$ cat src/rtl/rv_pkg.sv
// Shared RISC-V front-end constants and the fetch packet type used between
// the fetch unit and its output buffer.
package rv_pkg;

  localparam int unsigned XLEN            = 32;
  localparam logic [31:0] IMEM_RESET_PC   = 32'h0000_0000;
  localparam logic [31:0] INSTR_NOP       = 32'h0000_0013;
  localparam int unsigned FETCH_BUF_DEPTH = 2;

  typedef struct packed {
    logic [XLEN-1:0] pc;
    logic [XLEN-1:0] instr;
  } fetch_pkt_t;

  function automatic logic [XLEN-1:0] word_align(input logic [XLEN-1:0] addr);
    return {addr[XLEN-1:2], 2'b00};
  endfunction

endpackage

$ cat src/rtl/fetch_skid_buffer.sv
// Two-entry synchronous FIFO of fetch packets with flush; resets to empty with
// zeroed contents so the head reads as all-zero out of reset.
module fetch_skid_buffer
  import rv_pkg::*;
(
  input  logic       clk_i,
  input  logic       rst_ni,
  input  logic       push_i,
  input  fetch_pkt_t pkt_i,
  input  logic       pop_i,
  input  logic       flush_i,
  output fetch_pkt_t head_o,
  output logic [1:0] count_o
);

  fetch_pkt_t mem_q [2];
  logic       rd_ptr_q;
  logic       wr_ptr_q;
  logic [1:0] count_q;
  logic       do_push;
  logic       do_pop;

  assign do_push = push_i && (count_q != 2'd2);
  assign do_pop  = pop_i && (count_q != 2'd0);

  always_ff @(posedge clk_i) begin
    if (!rst_ni) begin
      mem_q    <= '{default: '0};
      rd_ptr_q <= 1'b0;
      wr_ptr_q <= 1'b0;
      count_q  <= 2'd0;
    end else if (flush_i) begin
      // Contents are left alone; an empty buffer hides them from the output.
      rd_ptr_q <= 1'b0;
      wr_ptr_q <= 1'b0;
      count_q  <= 2'd0;
    end else begin
      if (do_push) begin
        mem_q[wr_ptr_q] <= pkt_i;
        wr_ptr_q        <= ~wr_ptr_q;
      end
      if (do_pop) begin
        rd_ptr_q <= ~rd_ptr_q;
      end
      count_q <= count_q + {1'b0, do_push} - {1'b0, do_pop};
    end
  end

  assign head_o  = mem_q[rd_ptr_q];
  assign count_o = count_q;

endmodule

$ cat src/rtl/instr_fetch_unit.sv
// Instruction fetch initiator: issues word addresses to a one-cycle BRAM,
// buffers returned words and hands {pc, instr} to decode with valid/ready.
module instr_fetch_unit
  import rv_pkg::*;
#(
  parameter logic [31:0] RESET_PC  = IMEM_RESET_PC,
  parameter int unsigned BUF_DEPTH = FETCH_BUF_DEPTH
) (
  input  logic        clk,
  input  logic        rst_n,
  output logic [31:0] imem_addr,
  input  logic [31:0] imem_read_data,
  input  logic        redirect_valid,
  input  logic [31:0] redirect_pc,
  output logic        if_valid,
  input  logic        if_ready,
  output logic [31:0] if_pc,
  output logic [31:0] if_instr
);

  logic [31:0] fetch_pc_q;
  logic [31:0] inflight_pc_q;
  logic        inflight_q;
  logic [31:0] redirect_aligned;
  logic [1:0]  count;
  logic [2:0]  occupancy;
  logic        pop;
  logic        push;
  logic        issue;
  fetch_pkt_t  head;
  fetch_pkt_t  ret_pkt;

  assign redirect_aligned = word_align(redirect_pc);

  assign if_valid = (count != 2'd0);
  assign pop      = if_valid & if_ready;

  // Credit: buffered + in flight, minus what leaves this cycle, must leave a
  // free slot for the word requested now.
  assign occupancy = {1'b0, count} + {2'b00, inflight_q} - {2'b00, pop};
  assign issue     = 32'(occupancy) < BUF_DEPTH;

  assign imem_addr = redirect_valid ? {2'b00, redirect_pc[31:2]} : {2'b00, fetch_pc_q[31:2]};

  // A return arriving in a redirect cycle belongs to the abandoned path.
  assign push          = inflight_q & ~redirect_valid;
  assign ret_pkt.pc    = inflight_pc_q;
  assign ret_pkt.instr = imem_read_data;

  always_ff @(posedge clk) begin
    if (!rst_n) begin
      fetch_pc_q    <= RESET_PC;
      inflight_pc_q <= '0;
      inflight_q    <= 1'b0;
    end else if (redirect_valid) begin
      fetch_pc_q    <= redirect_aligned + 32'd4;
      inflight_pc_q <= redirect_aligned;
      inflight_q    <= 1'b1;
    end else if (issue) begin
      fetch_pc_q    <= fetch_pc_q + 32'd4;
      inflight_pc_q <= fetch_pc_q;
      inflight_q    <= 1'b1;
    end else begin
      inflight_q    <= 1'b0;
    end
  end

  fetch_skid_buffer u_buf (
    .clk_i   (clk),
    .rst_ni  (rst_n),
    .push_i  (push),
    .pkt_i   (ret_pkt),
    .pop_i   (pop),
    .flush_i (redirect_valid),
    .head_o  (head),
    .count_o (count)
  );

  assign if_pc    = head.pc;
  assign if_instr = head.instr;

endmodule

$ cat config.mk
export PLATFORM = sky130hd
export DESIGN_NAME = instr_fetch_unit
export DESIGN_NICKNAME = d
export VERILOG_FILES = /design/src/rtl/rv_pkg.sv /design/src/rtl/fetch_skid_buffer.sv /design/src/rtl/instr_fetch_unit.sv
export SDC_FILE = /design/constraint.sdc
export NUM_CORES = 1
export LEC_CHECK = 0
export ABC_AREA = 1
export CORE_ASPECT_RATIO = 0.5
export CORE_MARGIN = 2
export CORE_UTILIZATION = 47
export CTS_CLUSTER_DIAMETER = 100
export DETAILED_ROUTE_END_ITERATION = 10
export PLACE_DENSITY_LB_ADDON = 0.15
export SKIP_LAST_GASP = 1
export SLEW_MARGIN = 5
export SYNTH_ARGS = -nofsm -noshare
export SYNTH_HDL_FRONTEND = slang
export SYNTH_SLANG_ARGS = --single-unit
$ cat constraint.sdc
create_clock -name clk -period 2.7 [get_ports clk]
set_input_delay 0.81 -clock clk [delete_from_list [all_inputs] [get_ports clk]]
set_output_delay 0.81 -clock clk [all_outputs]
set_load 0.05 [all_outputs]
* Word level (Yosys, flattened, before mapping)
Cells that the tools add are included.
** Word-level totals
- Flip-flop bits (word level) :: 197
- Bits of input ports :: 68
- Output and inout bits :: 97
- Logic and storage cells :: 50
** Operators by class
- Add/subtract/negate cells :: 6
- Order comparisons :: 4
- Eq/ne operators :: 1
- Muxes and demuxes :: 13
- Bitwise operators :: 8
- Reductions and logical operators :: 7
** Operator list (number)
- 2-to-1 mux 64 bit :: 4
- bitwise mux 128 bit :: 1
- 2-to-1 mux 32 bit :: 4
- adder 32 x 3 -> 32 bit, second input constant :: 2
- demux 64 bit (select 1 bit) :: 1
- 2-to-1 mux 30 bit :: 1
- greater-or-equal comparator 2 bit, second input constant :: 2
- inverter 1 bit :: 4
- inverter 1 -> 2 bit :: 2
- nonzero test 2 bit :: 2
- adder 2 x 1 -> 3 bit :: 1
- logical AND 1 bit :: 3
- < comparator 3 x 2 -> 1 bit, second input constant :: 1
- subtractor 3 x 1 -> 3 bit :: 1
- adder 2 x 1 -> 2 bit :: 1
- bitwise AND 1 bit :: 2
- < comparator 2 x 1 -> 1 bit, second input constant :: 1
- 2-to-1 mux 1 bit :: 2
- inequality test 2 bit, second input constant :: 1
- AND reduction 2 bit :: 1
- OR reduction 2 bit :: 1
- subtractor 2 x 1 -> 2 bit :: 1

* Depth between registers and ports, before layout
Gate-level depths: netlist of run 1.
- Depth after elaboration :: 6
- Mapped depth :: 17
- Gate-level depth less buffers :: 16

* By module
A second synthesis of run 1 with hierarchy kept.
** Second synthesis, totals
- Cells, all modules :: 1562
- Area, all modules :: 9853.2 µm²
** Modules (own cells, without submodules)
- fetch_skid_buffer :: times used 1, cells each 1003, area each 6281.0 µm²
- instr_fetch_unit :: times used 1, cells each 559, area each 3572.2 µm²

* Worst setup path after synthesis of run 1
Ideal clock, no wire load.
- Kind :: register to register
- From :: register u_buf.count_q[1], in the netlist u_buf.count_o[1]
- To :: register fetch_pc_q[5]
- Setup time :: 0.117 ns
- Data arrival time :: 2.718 ns
- Required time :: 2.583 ns
- Slack :: -0.136 ns
- Cell stages (with the launch flop) :: 16
- Buffers on the path :: 2
- Clock period less this slack :: 2.836 ns
- Cells stage by stage :: dfxtp_1 -> inv_1 -> nand2_1 -> nand2_1 -> inv_1 -> ha_1 -> nor2_1 -> fa_1 -> a21oi_1 -> o21ai_0 -> nand2_1 -> buf_2 -> buf_2 -> o21ai_0 -> o221ai_1 -> inv_1
** On the way
- Cells in the longest elaborated chain, start to end :: 5
- Elaborated cells between the ends (all ways) :: 6
- Classes of those cells :: add/sub: 2; order compare: 1; bitwise: 1; reduce/logical: 2
** Ends and longest elaborated chain
- start, declared :: line fetch_skid_buffer.sv:19 : logic [1:0] count_q;
- start signal, assigned :: line fetch_skid_buffer.sv:45 : count_q <= count_q + {1'b0, do_push} - {1'b0, do_pop};
- nonzero test 2 bit :: line instr_fetch_unit.sv:35 : assign if_valid = (count != 2'd0);
- via if_valid :: line instr_fetch_unit.sv:15 : output logic if_valid,
- bitwise AND 1 bit :: line instr_fetch_unit.sv:36 : assign pop = if_valid & if_ready;
- subtractor 3 x 1 -> 3 bit :: line instr_fetch_unit.sv:40 : assign occupancy = {1'b0, count} + {2'b00, inflight_q} - {2'b00, pop};
- < comparator 3 x 2 -> 1 bit :: line instr_fetch_unit.sv:41 : assign issue = 32'(occupancy) < BUF_DEPTH;
- nonzero test 2 bit (no source line)
- end signal, assigned :: line instr_fetch_unit.sv:56 : fetch_pc_q <= redirect_aligned + 32'd4;
- end signal, assigned :: line instr_fetch_unit.sv:60 : fetch_pc_q <= fetch_pc_q + 32'd4;
- end, declared :: line instr_fetch_unit.sv:21 : logic [31:0] fetch_pc_q;
The timed path passes the listed nets, and every way through them passes these cells.
A chain may end at the register's enable or synchronous reset.

* Worst setup path after layout of run 1
- From :: input port redirect_pc[31]
- To :: output port imem_addr[29]
** On the way
- Cells in the longest elaborated chain, start to end :: 1
** Ends and longest elaborated chain
- start, declared :: line instr_fetch_unit.sv:14 : input logic [31:0] redirect_pc,
- 2-to-1 mux 30 bit :: line instr_fetch_unit.sv:43 : assign imem_addr = redirect_valid ? {2'b00, redirect_pc[31:2]} : {2'b00, fetch_pc_q[31:2]};
- end, declared :: line instr_fetch_unit.sv:11 : output logic [31:0] imem_addr,
No other way between the ends.

==> results.yml, run 1 <==
outcome:
  outcome: "finished, final reports clean"
detailed_routing:
  route.detailed.drc: 0
  vias: 9068
  firstDrtPassIters: 5
  viasPerCell: 5.20
  ant_nets: 0
  drtIter0Drc: 677
  routedWlPerCell_um: 14.7
  routed_wl_mm: 25.6
clock_network:
  numCtsBuffers: 17
  hold_buffers: 0
  clock_latency_ps: 430
  cts_sinks: 189
  cts.clk_slew.worst_paths_ps: 60
  cts_buffer_depth: 2
  root_buffer: "clkbuf_16"
  cts_tree: "built"
  htreeDepth: 4
critical_path:
  startpoint_type: "input port"
  end_kind: "output port"
  crit_path_top_delay_cell: "clkdlybuf4s50_1"
  r2r_setup_slack_ps: 190
  r2r_end: "fetch_pc_q[31]"
  cp.arrival_ps: 1790
  crit_chain: "clkdlybuf4s50_1 > or2_1 > o21ai_1 > inv_2 > buf_4"
  worstReg2RegStart: "u_buf.count_o[1]"
  path_class: "input port to output port"
  path_depth: 5
  critPathTopFamily: "buffers and inverters"
  required_ps: 1890
  worstSetupEndpoint: "imem_addr[29]"
  worst-path-max-fanout: 2
  r2r_cells: 15
  startpoint: "redirect_pc[31]"
  critical-path-max-stage-delay_ps: 390
  critical_path_buf_inv_count: 3
synthesis:
  synthXorXnorAreaFrac_pct: 0.199
  synth_compound_area_share_pct: 20.2
  synth_enable_flop_cells: 0
  ys_seq_area_share_pct: 43.1
  synth.avg_cell_area_sq_um: 6.88
  synthAdderAreaFrac_pct: 0.797
  async_reset_ff_share_pct: 0
  ys_types: 42
  synth_top_family_by_area: "simple AND/OR/NAND/NOR gates"
  synth_mux_area_share_pct: 0
  ys.flop_type: "dfxtp_1"
  syn_inst: 1278
  post_synth_and_or_nand_nor_area_fraction_pct: 24.9
  synth-seq-cells: 189
  synth_area_sq_um: 8790
  yosysWarnings: 0
floorplan:
  die_h_um: 101
  rows: 35
  coreArea_sq_um: 18300
  ios: 165
  dieWidth_um: 197
  initial_utilization_pct: 47.9
  die_area_sq_um: 19900
timing:
  hold_viol: 0
  fin_skew_ps: 12.4
  relSlewSlack_pct: 64.9
  fin_crit_sh_pct: 96.2
  setup_tns_ps: 0
  fmaxAchievable_mhz: 385
  period_needed_ps: 2600
  slew_viol_final: 0
  worst_pin_slew_ps: 521
  final-setup-viol-count: 0
finish:
  fill_cells: 1436
  fin_cells: 1745
  multi_input_area_sq_um: 4180
  antennaDiodeCount: 0
  syn_to_final_growth_pct: 48.7
  finalNetCount: 1566
  drive_gt1_share_pct: 22.4
  regArea_sq_um: 3790
  finish.utilization_pct: 71.2
min_path:
  hp-class: "flop to flop"
  hold_path_depth: 2
pwr:
  power_density_nw_per_um2: 624
  power_uw: 8150
  irDropWorstVdd_mv: 0.398
  p_leak_uw: 0.00574
global_route:
  grt_max_degree: 77
  track_usage_pct: 26.2
  gr-total-overflow: 0
  grt_pass1_vias: 8553
  antenna_found_initial: 0
  grt_pass1_wl_mm: 41.8
place:
  portBuffers: 158
  dp_hpwl_mm: 17.4
  dpl.cell_count: 1706
  gp_congestion: 0.862
flow_run:
  max-cap-violations: 0
==> power by group <==
group	switching (uW)	total [uW]	internal, uW	leakage (uW)
clock network	1120	2540	1420	0.000288
logic	1370	2470	1110	0.00390
registers	126	3140	3010	0.00155
total	2620	8150	5540	0.00574
==> sequential cells by signal, summed over array words and instances (netlist names) <==
| signal | count |
|---|---|
| inflight_q | 1 |
| u_buf.wr_ptr_q | 1 |
| u_buf.rd_ptr_q | 1 |
| u_buf.count_o | 2 |
| u_buf.mem_q | 124 |
| inflight_pc_q | 30 |
| fetch_pc_q | 30 |
==> worst register-to-register path: cells and delay by family, from the launching register on <==
family                     cells  cell delay [ps]
DFF                            1              340
and+or+nand+nor                6              550
AOI/OAI and AO/OA              3              400
buffers and inverters          4              460
adders and majority gates      2              660
==> logic make-up (layout without fill, tap and decap cells) <==
| logic type | after synthesis | in the layout |
|---|---|---|
| AOI/OAI and AO/OA | 342 | 342 |
| xor gates and xnor gates | 2 | 2 |
| adders and majority gates | 5 | 5 |
| buffers and inverters | 228 | 452 |
| DFF | 189 | 189 |
| other | 1 | 4 |
| and+or+nand+nor | 511 | 511 |
==> metal layers <==
metal	vias up	track usage, %	routed length [um]
met5	-	0	0
met4	0	6.54	270
met3	29	3.75	1600
met2	316	43.0	11800
met1	4227	36.5	11900
li1	4496	-	-
==> Yosys cell counts, types with 7 or more instances <==
library cell / count / area share (%)
nand2_4: 7 / 0.90
inv_1: 136 / 5.8
clkbuf_1: 58 / 2.5
o21ai_1: 7 / 0.40
nand3_1: 27 / 1.5
o21ai_0: 234 / 13
nor2_2: 8 / 0.57
a21oi_1: 81 / 4.6
nand2_1: 199 / 8.5
nand2_2: 25 / 1.8
buf_2: 12 / 0.68
dfxtp_1: 189 / 43
nor2_1: 221 / 9.4
inv_2: 7 / 0.30
==> cell type report <==
cell class	count	share of cell area, %
Inverter	144	4.19
Sequential cell	189	29.0
Clock buffer	19	3.47
Clock inverter	12	1.04
Tap cell	240	2.30
Timing Repair Buffer	277	28.1
Multi-Input combinational cell	864	32.0
==> worst min-delay path by stage <==
stage | to | startpoint | slack, ps
global route | u_buf.mem_q[77] | u_buf.mem_q[77] | 470
floorplan | u_buf.mem_q[100] | u_buf.mem_q[100] | 420
CTS | u_buf.mem_q[109] | u_buf.mem_q[109] | 450
detailed placement | u_buf.mem_q[93] | u_buf.mem_q[93] | 440
finish | u_buf.mem_q[109] | u_buf.mem_q[109] | 450
global placement | u_buf.mem_q[127] | u_buf.mem_q[127] | 430
==> placed cells by master (no fill, tap or decap), drive strengths merged, types with 4 or more instances in the layout <==
cell,Yosys,final
conb,1,4
a31oi,5,5
dfxtp,189,189
ha,4,4
nor3,6,6
inv,144,146
nor2,235,235
a21oi,81,81
clkbuf,58,22
o21ai,245,245
clkinv,0,6
nand3,29,29
nand2,231,231
a21boi,5,5
buf,26,212
nand4,5,5
clkdlybuf4s50,0,62
==> per-stage QoR <==
stage | hold slack [ps] | worst slack, ps | cell area (sq um)
final | 446 | 102 | 13100
after global routing | 468 | -20.5 | 13100
after CTS | 447 | 27.0 | 13000
after detailed placement | 437 | -763 | 12200
after global placement | 431 | -675 | 12200
after floorplan | 424 | -16.5 | 8830
==> what timing repair did <==
item,4_1_cts,5_1_grt
gates cloned,3,1
hold endpoints to repair,0,0
setup buffers,2,2
pin swaps,6,7
gates resized for setup,38,15
setup endpoints to repair,94,37
(Power assumes the default switching activity.)
==> inputs of run 2 (changes only) <==
Settings changed: SLEW_MARGIN 5 to not set.
==> results of run 2 <==
The final DEF is identical to that of run 1; final timing and power are the same.
==> inputs of run 3 (changes only) <==
Settings changed: CORE_UTILIZATION 47 to 49, GPL_ROUTABILITY_DRIVEN set to 1, SETUP_SLACK_MARGIN set to 0.1, SYNTH_HIERARCHICAL set to 1.
==> results.yml, run 3 <==
finish:
  drive_gt1_share_pct: 17.3
  fin_cells: 2001
  largest_reg_flops: 128
  finalNetCount: 1795
  top_regs: "u_buf/mem_q (128), fetch_pc_q (30), inflight_pc_q (30)"
  mostFrequentLayoutCells: "nand2_1 (424), nor2_1 (329), dfxtp_1 (191), inv_1 (179), o21ai_0 (95)"
  syn_to_final_growth_pct: 35.5
  regMostFlops: "u_buf/mem_q"
  multi_input_area_sq_um: 5000
  regArea_sq_um: 3870
  final_common_cell: "nand2_1"
  antennaDiodeCount: 0
  fill_cells: 1664
global_route:
  antenna_found_initial: 0
  grt_pass1_vias: 9010
  track_usage_pct: 26.1
  grt_max_degree: 73
  gr-total-overflow: 0
  grt_pass1_wl_mm: 45.0
timing:
  fin_crit_sh_pct: 96.7
  worst_pin_slew_ps: 814
  slew_viol_final: 0
  fmaxAchievable_mhz: 383
  rsz0062_at_grt: "true"
  period_needed_ps: 2610
  relSlewSlack_pct: 45.7
  fin_skew_ps: 10.1
  hold_viol: 0
  fin_hold_ws_ps: 483
  final-setup-viol-count: 0
  setup_tns_ps: 0
critical_path:
  r2r_setup_slack_ps: 180
  end_kind: "output port"
  crit_top_cell: "nand2_1"
  critPathTopFamily: "buffers and inverters"
  crit_path_top_delay_cell: "buf_4"
  worst-path-max-fanout: 27
  path_class: "input port to output port"
  cp.arrival_ps: 1800
  critical_path_buf_inv_count: 4
  crit_chain: "buf_2 > inv_2 > buf_12 > nand2_1 > nand2_1 > buf_4"
  required_ps: 1890
  critical-path-max-stage-delay_ps: 240
  startpoint_type: "input port"
pwr:
  intPower_uw: 5220
  comb_power_share_pct: 21.6
  seq_power_share_pct: 41.3
  irDropWorstVdd_mv: 0.408
  clkPwrFrac_pct: 37.1
  power_density_nw_per_um2: 556
  p_leak_uw: 0.00619
  power.share.switching_pct: 29.7
  p_switching_uw: 2200
synthesis:
  ys.flop_type: "dfxtp_1"
  synth_area_sq_um: 9850
  synth.avg_cell_area_sq_um: 6.31
  yosysMostFrequentCell: "nand2_1"
  ys_seq_area_share_pct: 39.2
  synth_top_area_share_pct: 39.2
  yosysWarnings: 6
  ys_top_cells_by_count: "nand2_1 (427), nor2_1 (349), dfxtp_1 (193)"
  async_reset_ff_share_pct: 0
  ys_types: 38
  synth_area_leaders: "dfxtp_1 (39%), nand2_1 (16%), nor2_1 (13%)"
  syn_inst: 1562
  synth_top_area_cell: "dfxtp_1"
  synth-seq-cells: 193
  synth_enable_flop_cells: 0
detailed_routing:
  routedWlPerCell_um: 14.2
  dr.max_layer_used: "met4"
  ant_nets: 0
  firstDrtPassIters: 7
  route.met2.wl_mm: 12.8
  vias: 10080
  routed_wl_mm: 28.4
  drt-met1-wl_mm: 13.6
  viasPerCell: 5.04
  routed-wl-met3_mm: 1.75
  route.detailed.drc: 0
  drtIter0Drc: 831
clock_network:
  htreeDepth: 4
  numCtsBuffers: 17
  root_buffer: "clkbuf_16"
  cts_sinks: 193
  cts_buffer_depth: 2
  cts_tree: "built"
  clock_latency_ps: 440
  cts.clk_slew.worst_paths_ps: 70
floorplan:
  initial_utilization_pct: 50.3
  dieWidth_um: 205
  coreArea_sq_um: 19600
  die_h_um: 104
  die_area_sq_um: 21300
  rows: 36
  ios: 165
outcome:
  outcome: "finished, final reports clean"
place:
  gp_congestion: 0.916
  portBuffers: 160
  dpl.cell_count: 1953
  dp_hpwl_mm: 18.3
flow_run:
  max-cap-violations: 0
min_path:
  hp-class: "flop to flop"
==> run 3: cell types whose count changed after synthesis, moves of 7 or more <==
| cell | before | now |
|---|---|---|
| a21oi_1 | 81 | 28 |
| nand2_1 | 199 | 427 |
| nand4_1 | 5 | 66 |
| nand2_2 | 25 | 32 |
| clkbuf_1 | 58 | 26 |
| nor2_1 | 221 | 349 |
| inv_1 | 136 | 182 |
| buf_4 | 5 | 14 |
| buf_1 | 2 | 12 |
| buf_2 | 12 | 38 |
| o21ai_0 | 234 | 107 |
==> run 3: worst min-delay path: stages, from the launching register on <==
cell and delay (ps):
dfxtp_1 330, nor2_1 40, nor2_1 80
==> run 3: kinds of logic (layout without fill, tap and decap cells) <==
logic type	Yosys count	in the layout	synth area share [%]
DFF	193	193	39.2
other	1	6	0.0381
buffers and inverters	283	451	12.3
AOI/OAI and AO/OA	156	156	8.38
adders and majority gates	5	5	0.711
xor gates and xnor gates	4	4	0.356
and+or+nand+nor	920	920	39.0
==> run 3: final timing paths <==
path,start,endpoint,cells after the start
min,u_buf/mem_q[32],u_buf/mem_q[32],2
min reg2reg,u_buf/mem_q[32],u_buf/mem_q[32],2
max reg2reg,u_buf/count_o[0],fetch_pc_q[21],13
max,redirect_valid,imem_addr[23],6
==> run 3: metal layers <==
metal	vias up	GRT usage, %
li1	5106	-
met5	-	0
met2	311	40.2
met3	21	4.51
met1	4642	37.6
met4	0	6.99
==> run 3: power by group through the flow <==
stage	combinational [uW]	clock (uW)	sequential, uW
3_3_place_gp	1470	0	3120
4_1_cts	1530	2780	3070
3_5_place_dp	1490	0	3130
6_report	1600	2750	3070
2_1_floorplan	915	0	3100
5_1_grt	1730	2900	3080
==> run 3: metrics by stage <==
stage          instance area (sq um)  total power [uW]  utilization [%]  setup slack, ps
5_1_grt                        13300              7710             68.1             23.2
2_1_floorplan                   9890              4010                -             51.8
6_report                       13300              7420             68.1             87.9
4_1_cts                        13000              7370             66.4              112
3_5_place_dp                   12200              4620             62.4             -562
3_3_place_gp                   12200              4590             62.4             -510
==> run 3: final cells by class <==
class | count | share of cell area, %
Tap cell | 266 | 2.49
Sequential cell | 193 | 29.0
Inverter | 188 | 5.38
Multi-Input combinational cell | 1091 | 37.5
Clock buffer | 20 | 3.42
Clock inverter | 12 | 1.34
Timing Repair Buffer | 231 | 20.9
==> run 3: repair_timing <==
item	CTS	global route
hold buffers	0	0
gates cloned	2	4
endpoints found under the setup margin	57	81
gates resized for setup	24	56
pin swaps	1	23
endpoints found under the hold margin	0	0
buffers inserted	2	8
